--- src/rtl/alu_ctrl_pkg.sv ---
// rtl/alu_ctrl_pkg.sv - shared encodings for the ALU-control decode and ID/EX stage
package alu_ctrl_pkg;

    localparam logic [1:0] ALU_OP_LDST   = 2'b00;
    localparam logic [1:0] ALU_OP_BRANCH = 2'b01;
    localparam logic [1:0] ALU_OP_RTYPE  = 2'b10;
    localparam logic [1:0] ALU_OP_ITYPE  = 2'b11;

    // Low four bits keep the legacy ALU's encoding; bit [4] selects the mul/div unit
    localparam logic [4:0] CTRL_AND    = 5'b00000;
    localparam logic [4:0] CTRL_OR     = 5'b00001;
    localparam logic [4:0] CTRL_ADD    = 5'b00010;
    localparam logic [4:0] CTRL_XOR    = 5'b00011;
    localparam logic [4:0] CTRL_SLL    = 5'b00100;
    localparam logic [4:0] CTRL_SRL    = 5'b00101;
    localparam logic [4:0] CTRL_SUB    = 5'b00110;
    localparam logic [4:0] CTRL_SRA    = 5'b00111;
    localparam logic [4:0] CTRL_SLT    = 5'b01000;
    localparam logic [4:0] CTRL_SLTU   = 5'b01001;
    localparam logic [4:0] CTRL_MUL    = 5'b10000;
    localparam logic [4:0] CTRL_MULH   = 5'b10001;
    localparam logic [4:0] CTRL_MULHSU = 5'b10010;
    localparam logic [4:0] CTRL_MULHU  = 5'b10011;
    localparam logic [4:0] CTRL_DIV    = 5'b10100;
    localparam logic [4:0] CTRL_DIVU   = 5'b10101;
    localparam logic [4:0] CTRL_REM    = 5'b10110;
    localparam logic [4:0] CTRL_REMU   = 5'b10111;

    localparam logic [6:0] F7_BASE   = 7'b0000000;
    localparam logic [6:0] F7_ALT    = 7'b0100000;
    localparam logic [6:0] F7_MULDIV = 7'b0000001;

    typedef enum logic [1:0] {
        LC_SINGLE = 2'd0,
        LC_MUL    = 2'd1,
        LC_DIV    = 2'd2
    } lat_class_e;

endpackage

--- src/rtl/alu_ctrl_decode.sv ---
// rtl/alu_ctrl_decode.sv - combinational ALU_Op/funct3/funct7 to ALU control decode
module alu_ctrl_decode
    import alu_ctrl_pkg::*;
#(
    parameter bit EN_M = 1'b1
) (
    input  logic [1:0] alu_op,
    input  logic [2:0] funct3,
    input  logic [6:0] funct7,
    output logic [4:0] ctrl,
    output logic       illegal,
    output lat_class_e lat_class
);

    always_comb begin
        ctrl      = CTRL_ADD;
        illegal   = 1'b0;
        lat_class = LC_SINGLE;
        case (alu_op)
            ALU_OP_LDST: ctrl = CTRL_ADD;
            ALU_OP_BRANCH: begin
                case (funct3)
                    3'b000, 3'b001: ctrl = CTRL_SUB;
                    3'b100, 3'b101: ctrl = CTRL_SLT;
                    3'b110, 3'b111: ctrl = CTRL_SLTU;
                    default:        illegal = 1'b1;
                endcase
            end
            ALU_OP_RTYPE: begin
                if (funct7 == F7_BASE) begin
                    case (funct3)
                        3'b000:  ctrl = CTRL_ADD;
                        3'b001:  ctrl = CTRL_SLL;
                        3'b010:  ctrl = CTRL_SLT;
                        3'b011:  ctrl = CTRL_SLTU;
                        3'b100:  ctrl = CTRL_XOR;
                        3'b101:  ctrl = CTRL_SRL;
                        3'b110:  ctrl = CTRL_OR;
                        default: ctrl = CTRL_AND;
                    endcase
                end else if (funct7 == F7_ALT) begin
                    if (funct3 == 3'b000)      ctrl = CTRL_SUB;
                    else if (funct3 == 3'b101) ctrl = CTRL_SRA;
                    else                       illegal = 1'b1;
                end else if (EN_M && (funct7 == F7_MULDIV)) begin
                    // funct3 maps straight onto the low bits; funct3[2] splits mul from div/rem
                    ctrl      = {2'b10, funct3};
                    lat_class = funct3[2] ? LC_DIV : LC_MUL;
                end else begin
                    illegal = 1'b1;
                end
            end
            default: begin
                case (funct3)
                    3'b000: ctrl = CTRL_ADD;
                    3'b010: ctrl = CTRL_SLT;
                    3'b011: ctrl = CTRL_SLTU;
                    3'b100: ctrl = CTRL_XOR;
                    3'b110: ctrl = CTRL_OR;
                    3'b111: ctrl = CTRL_AND;
                    3'b001: begin
                        if (funct7 == F7_BASE) ctrl = CTRL_SLL;
                        else                   illegal = 1'b1;
                    end
                    default: begin
                        if (funct7 == F7_BASE)     ctrl = CTRL_SRL;
                        else if (funct7 == F7_ALT) ctrl = CTRL_SRA;
                        else                       illegal = 1'b1;
                    end
                endcase
            end
        endcase
        if (illegal) begin
            ctrl      = CTRL_ADD;
            lat_class = LC_SINGLE;
        end
    end

endmodule

--- src/rtl/alu_ctrl_stage.sv ---
// rtl/alu_ctrl_stage.sv - ID/EX register for ALU control with valid/ready and mul/div hold
module alu_ctrl_stage
    import alu_ctrl_pkg::*;
#(
    parameter int CTRL_W  = 5,
    parameter bit EN_M    = 1'b1,
    parameter int MUL_LAT = 2,
    parameter int DIV_LAT = 32
) (
    input  logic              clk,
    input  logic              rst,
    input  logic              flush,
    input  logic              in_valid,
    output logic              in_ready,
    input  logic [1:0]        alu_op,
    input  logic [2:0]        funct3,
    input  logic [6:0]        funct7,
    output logic              out_valid,
    input  logic              out_ready,
    output logic [CTRL_W-1:0] alu_ctrl,
    output logic              illegal,
    output logic              mc_busy
);

    localparam int MAX_LAT = (MUL_LAT > DIV_LAT) ? MUL_LAT : DIV_LAT;
    localparam int CNT_W   = $clog2(MAX_LAT + 1);

    logic [4:0]       dec_ctrl;
    logic             dec_illegal;
    lat_class_e       dec_lat;
    logic [4:0]       ctrl_q;
    logic             illegal_q;
    logic [CNT_W-1:0] cnt;
    logic [CNT_W-1:0] cnt_load;
    logic             in_fire;
    logic             out_fire;

    alu_ctrl_decode #(
        .EN_M (EN_M)
    ) u_decode (
        .alu_op    (alu_op),
        .funct3    (funct3),
        .funct7    (funct7),
        .ctrl      (dec_ctrl),
        .illegal   (dec_illegal),
        .lat_class (dec_lat)
    );

    assign out_fire = out_valid & out_ready & (cnt == '0);
    assign in_ready = !rst & !flush & (!out_valid | out_fire);
    assign in_fire  = in_valid & in_ready;
    assign mc_busy  = out_valid & (cnt != '0);
    assign alu_ctrl = CTRL_W'(ctrl_q);
    assign illegal  = illegal_q;

    always_comb begin
        cnt_load = '0;
        case (dec_lat)
            LC_MUL:  cnt_load = CNT_W'(MUL_LAT - 1);
            LC_DIV:  cnt_load = CNT_W'(DIV_LAT - 1);
            default: cnt_load = '0;
        endcase
    end

    // The counter runs regardless of out_ready so EX sees a fixed minimum occupancy
    always_ff @(posedge clk) begin
        if (rst) begin
            out_valid <= 1'b0;
            ctrl_q    <= CTRL_ADD;
            illegal_q <= 1'b0;
            cnt       <= '0;
        end else if (flush) begin
            out_valid <= 1'b0;
            cnt       <= '0;
        end else if (in_fire) begin
            out_valid <= 1'b1;
            ctrl_q    <= dec_ctrl;
            illegal_q <= dec_illegal;
            cnt       <= cnt_load;
        end else begin
            if (out_fire) out_valid <= 1'b0;
            if (out_valid && (cnt != '0)) cnt <= cnt - CNT_W'(1);
        end
    end

endmodule

--- config.mk ---
export PLATFORM = sky130hd
export DESIGN_NAME = alu_ctrl_stage
export DESIGN_NICKNAME = d
export VERILOG_FILES = /design/src/rtl/alu_ctrl_pkg.sv /design/src/rtl/alu_ctrl_decode.sv /design/src/rtl/alu_ctrl_stage.sv
export SDC_FILE = /design/constraint.sdc
export NUM_CORES = 1
export LEC_CHECK = 0
export CAP_MARGIN = 20
export CORE_MARGIN = 4
export CORE_UTILIZATION = 25
export CTS_BUF_LIST = sky130_fd_sc_hd__clkbuf_2
export DETAILED_ROUTE_END_ITERATION = 16
export GPL_TIMING_DRIVEN = 0
export SYNTH_ARGS = -nofsm -noshare
export SYNTH_HDL_FRONTEND = slang
export SYNTH_HIERARCHICAL = 1
export SYNTH_SLANG_ARGS = --single-unit
export TNS_END_PERCENT = 100
--- constraint.sdc ---
create_clock -name clk -period 3.9 [get_ports clk]
set_input_delay 1.17 -clock clk [delete_from_list [all_inputs] [get_ports clk]]
set_output_delay 1.17 -clock clk [all_outputs]
set_load 0.01 [all_outputs]
==> summary.txt, run 1 <==
Status
  • Run status: completed

Clocking
  • Setup bufs post-CTS: 0
  • Max H-tree Level: 1
  • CTS tree: done
  • Worst-case clock buffer depth: 2
  • Worst-path clk slew: 130 ps
  • Clock sink total: 13
  • Post-CTS sizing: 1
  • Clk_lat worst skew: 280 ps
  • CTS Root Cell: clkbuf_2
  • Total CTS buffers: 3
  • # hold bufs at CTS: 0

Timing
  • RSZ-0062 raised after global routing: false
  • Max Slew Vio Count: 0
  • Slew margin rel.: 70.7%
  • Setup Skew: 2.90 ps
  • Final worst slack: 247 ps
  • Min Tclk post-route: between 3000 and 4000 ps
  • Fmax achieved: approximately 270 MHz
  • Setup TNS: 0 ps
  • # setup viols final: 0
  • Period Utilization, post-route: between 90% and 100%
  • Final Hold Viols: 0
  • Worst-margin pin slew: 438 ps

Detailed routing
  • Final antenna-violating net count: 0
  • Vias: 1115
  • DRC violations left: 0
  • Final wirelength: roughly 2.8 mm
  • Vias per cell: a little over 5
  • Wirelength per Cell: 12.4 um
  • 1st-iter DRT viols: 84
  • TritonRoute pass-1 iters: 4

Floorplanning
  • Die ar.: around 5600 um2
  • Die Y: 74.6 um
  • Core Rows: 23
  • Core area: 4140 um2
  • Boundary pin count: 26
  • Initial core utilization: 26.7%
  • Die Wd: 74.6 um

Yosys
  • Top-count cell post-synth: dfxtp_1
  • Largest cells by area after synthesis: dfxtp_1, a21oi_1, o21ai_0, nand3_1, nor2b_1
  • Average cell area after synthesis: 7.64 um2
  • Number of synthesized flops with an enable pin: 0
  • Synth top cells by count: dfxtp_1, a21oi_1, nor2_1, o21ai_0
  • Synth Net Count: 164
  • Leading area contributor after synthesis: dfxtp_1
  • Ys async rst share: 0%
  • Yosys top cell area share: 23.5%
  • Syn. warnings: 6
  • Sequential-to-total area share from yosys stat: 23.5%
  • Yosys reg bits: 13
  • Cell Area, Synth: between 1000 and 1500 um2
  • Commonest register cell after synthesis: dfxtp_1
  • Synth cell types: 54
  • Cells after synthesis: 145

Finish
  • Layout cells sized above 1: 12.3%
  • Area delta synth->final: 27.2%
  • Fill count: between 400 and 500
  • Fin nets: between 150 and 200
  • Antenna diodes: 0
  • Finished Layout Cells: 221

Run
  • Max-Cap Viols: 0

Global route
  • Initial antenna violation count: 0
  • Largest net degree at the start of global routing: 11
  • Total track usage: around 11%
  • Number of global-route vias before repair: 1007
  • Grt ovf: 0
  • First-pass GRT wire length: 4.64 mm

Critical path
  • R2R depth: 9
  • Crit path DAT: between 2000 and 2500 ps
  • Crit path capture type: output pin
  • Critical Path RT: 2730 ps
  • Worst-path fanout max: 4
  • Startpoint class of the critical path: input port
  • CP Class: in -> out

Placed design
  • DP Cell Count: 217
  • DP Wirelength: between 2 and 2.5 mm
  • Input/output buffers: 22
  • Placement Setup Slack: -41.9 ps
  • GPL Wtd Cong: 0.825

Worst hold path
  • Hold Path Depth: 2
  • Hold Crit Class: reg -> reg

Power and ir drop
  • Power Dens Cells: around 200 nW/um2
  • LEAKAGE: 0.000526 uW
  • Max VDD drop: 0.102 mV
==> worst max-delay path: stages <==
cell and delay (ps):
clkdlybuf4s50_1 460, or2_2 360, nor3_1 210, dlygate4sd2_1 290
==> sequential cells by signal, summed over array words and instances (netlist names) <==
| register | flops |
|---|---|
| out_valid | 1 |
| cnt | 6 |
| illegal | 1 |
| alu_ctrl | 5 |
==> metrics by stage <==
step           total power [uW]  instance area [um2]  hold slack [ps]  util (%)
5_1_grt                     308                 1410              495      34.0
2_1_floorplan               187                 1110              461         -
3_5_place_dp                218                 1390              469      33.5
4_1_cts                     294                 1410              487      34.0
6_report                    290                 1410              484      34.0
3_3_place_gp                218                 1390              464      33.5
==> cells in the final DEF (no fill, tap or decap), types with 4 or more instances in the layout <==
master and instances:
clkbuf_2 4, a31oi_1 4, nor2_1 9, nor3_1 7
clkdlybuf4s50_1 21, clkbuf_1 6, nand2_1 8, nand3_1 8
nor2b_1 6, inv_1 7, a21o_1 4, o21ai_0 9
a21oi_1 11, dfxtp_1 13
==> final timing paths <==
path / startpoint / end / slack, ps
worst max register to register: cnt[0]$_SDFFE_PP0P_ / alu_ctrl[2]$_SDFFE_PP0P_ / 1940
worst min-delay path: alu_ctrl[0]$_SDFFE_PP0P_ / alu_ctrl[0]$_SDFFE_PP0P_ / 480
worst max-delay path: flush / in_ready / 250
worst min register to register: alu_ctrl[0]$_SDFFE_PP0P_ / alu_ctrl[0]$_SDFFE_PP0P_ / 480
==> power by group <==
group	switching, uW	internal (uW)	total (uW)	leakage, uW
clock network	48.0	27.2	75.1	0.0000166
logic	39.6	38.1	77.7	0.000404
registers	1.90	135	137	0.000105
total	89.4	201	290	0.000526
==> cell type report <==
cell class              count  area (um2)  area share [%]
plain buffers              11        60.1            4.26
well taps                  50        62.6            4.44
repair buffers             22         219            15.5
clock buffers               4        20.0            1.42
inverters                   9        33.8            2.40
multi-input cells         112         753            53.5
flip-flops and latches     13         260            18.5
==> cells by family (layout without fill, tap and decap cells) <==
logic type | after synthesis | after routing | synth area share [%]
AND/OR/NAND/NOR | 58 | 58 | 31.6
flip-flops | 13 | 13 | 23.5
AO/OA/AOI/OAI | 49 | 49 | 31.6
buffers and inverters | 20 | 46 | 8.47
XOR/XNOR | 2 | 2 | 1.58
adder cells (fa/ha/maj) | 2 | 2 | 2.26
multiplexers | 1 | 1 | 0.904
==> per-layer routing <==
layer / track usage [%] / part of all wire [%] / wire [um] / up-vias
met3: 2.84 / 4.0 / 111 / 2
li1: - / - / - / 589
met1: 15.1 / 50 / 1370 / 499
met4: 2.96 / 0.98 / 27 / 0
met5: 0 / 0 / 0 / -
met2: 16.3 / 45 / 1240 / 25
Power figures use the tool's default switching activity.
==> inputs of run 2 (changes only) <==
REMOVE_ABC_BUFFERS = 1   (was default)
==> run 2 against run 1 <==
  * Sequential share of layout area increased by 0.37 points
  * Largest cell class unchanged
  * First-iteration DRC count decreased by 50%
  * Hold slack improved by 1.8 ps
  * Die area unchanged
  * Largest power group unchanged
  * Critical path depth unchanged
  * Count of clock-buffer cells in the layout unchanged
==> summary.txt, run 2 (synthesis gave the netlist of run 1 again) <==
Timing
  • # setup viols final: 0
  • Hold_ws: 486 ps
  • Final Hold Viols: 0
  • Fmax achieved: roughly 290 MHz
  • Min Tclk post-route: 3490 ps
  • Worst-margin pin slew: 714 ps
  • Period Utilization, post-route: 89.6%
  • Setup Skew: between 5 and 6 ps
  • RSZ-0062 raised after global routing: false
  • Slew margin rel.: around 52%
  • Max Slew Vio Count: 0

Finish
  • Commonest non-fill, non-tap cell in the layout: clkdlybuf4s50_1
  • Reg with most FFs: cnt
  • Fin nets: 183
  • Fill count: 464
  • Antenna diodes: 0
  • Area delta synth->final: 24.7%
  • Multi-input logic area: 753 um2
  • Core Util, Final: between 30% and 40%
  • Most frequent cells in the layout: clkdlybuf4s50_1, dfxtp_1, a21oi_1
  • Max FFs per register: 6
  • Register area: 260 um2
  • Layout cells sized above 1: 9.82%

Power and ir drop
  • Max VDD drop: around 0.095 mV
  • LEAKAGE: 0.000518 uW
  • Power Dens Cells: slightly above 200 nW/um2

Critical path
  • Slowest CP cell: clkdlybuf4s50_1
  • CP top delay family: buffers and inverters
  • Critical Path RT: between 2000 and 3000 ps
  • Worst-path fanout max: 4
  • Slowest cell delay on critical path: ~440 ps
  • Cells along the critical path: clkdlybuf4s50_1, or2_2, nor3_1, dlymetal6s2s_1
  • Startpoint class of the critical path: input port
  • Buf/Inv on CP: 2
  • Crit path capture type: output pin
  • CP Class: in -> out
  • Crit path DAT: 2320 ps

Clocking
  • Max H-tree Level: 1
  • Clock sink total: 13
  • Worst-case clock buffer depth: 2
  • CTS tree: done
  • Total CTS buffers: 3
  • Clk_lat worst skew: 280 ps
  • # hold bufs at CTS: 0
  • CTS Root Cell: clkbuf_2
  • Worst-path clk slew: 130 ps

Placed design
  • Input/output buffers: 25
  • GPL Wtd Cong: 0.845
  • DP Wirelength: between 2 and 2.5 mm

Detailed routing
  • Final antenna-violating net count: 0
  • DRC violations left: 0
  • Vias per cell: roughly 5.2
  • TritonRoute pass-1 iters: 4
  • 1st-iter DRT viols: 42
  • Final wirelength: between 2 and 3 mm
  • Vias: 1114
  • Wirelength per Cell: 12.5 um

Global route
  • First-pass GRT wire length: 4.55 mm
  • Grt ovf: 0
  • Number of global-route vias before repair: 1015
  • Initial antenna violation count: 0
  • Largest net degree at the start of global routing: 15
  • Total track usage: between 10% and 20%

Run
  • Max-Cap Viols: 0

Floorplanning
  • Core area: slightly above 4000 um2
  • Initial core utilization: a little over a quarter
  • Boundary pin count: 26
  • Core Rows: 23
  • Die Y: 74.6 um
  • Die ar.: approximately 5600 um2
  • Die Wd: 74.6 um

Worst hold path
  • Hold Crit Class: reg -> reg

Status
  • Run status: completed
[run 2: cell types whose count changed in the layout (fill, tap and decap cells not counted), sizes merged]
| cell | previous run | this run |
|---|---|---|
| clkbuf | 10 | 4 |
| clkdlybuf4s50 | 21 | 23 |
| buf | 5 | 0 |
| dlymetal6s2s | 0 | 1 |
[run 2: path summary, 6_finish.rpt]
kind	to	depth (start not counted)	start	slack [ps]
worst max-delay path	in_ready	4	flush	410
worst min-delay path	alu_ctrl[4]$_SDFFE_PP0P_	2	alu_ctrl[4]$_SDFFE_PP0P_	490
worst max register to register	cnt[3]$_SDFFE_PP0P_	7	cnt[0]$_SDFFE_PP0P_	1860
worst min register to register	alu_ctrl[4]$_SDFFE_PP0P_	2	alu_ctrl[4]$_SDFFE_PP0P_	490
[run 2: power by group]
| part | total (uW) | switching, uW | leakage [uW] | internal [uW] |
|---|---|---|---|---|
| combinational | 74.8 | 37.7 | 0.000396 | 37.1 |
| clock | 72.4 | 45.2 | 0.0000166 | 27.2 |
| sequential | 138 | 2.99 | 0.000105 | 135 |
[run 2: through the flow]
stage	std cells	power, uW	cell area, um2	TNS, ps	worst slack [ps]
CTS	213	289	1380	0	15.6
global placement	209	217	1360	-205	-205
finish	213	286	1380	0	406
floorplan	134	177	1050	0	900
detailed placement	209	216	1360	-197	-197
global route	213	303	1380	0	254
[run 2: area by class of cell]
class / count / share of cell area, %
timing repair buffer: 25 / 18.2
inverter: 9 / 2.45
sequential: 13 / 18.8
tap: 50 / 4.53
multi-input combinational: 112 / 54.5
clock buffer: 4 / 1.45
[run 2: worst reg2reg max path: stages, from the launching register on]
cell and delay, ps:
dfxtp_1 340, inv_1 110, ha_1 200, nor3b_2 280, a21o_1 380, inv_2 200
o31ai_4 260, o21ba_1 180
[run 2: what timing repair did]
| action | 4_1_cts | 5_1_grt |
|---|---|---|
| buffers inserted | 0 | 0 |
| pin swaps | 0 | 0 |
| gates resized for setup | 1 | 1 |
| cloned | 0 | 0 |
| setup endpoints to repair | 1 | 1 |
[run 2: per-layer routing]
layer	share of wire [%]	vias to the layer above	global-route usage [%]
li1	-	573	-
met1	45	508	13.1
met2	49	31	17.4
met3	5.4	2	2.57
met4	0.71	0	2.37
met5	0	-	0
==> inputs of run 3 (changes only) <==
REMOVE_ABC_BUFFERS = default   (was 1)
==> results of run 3 <==
Final layout, timing and power as in run 1 (identical DEF).
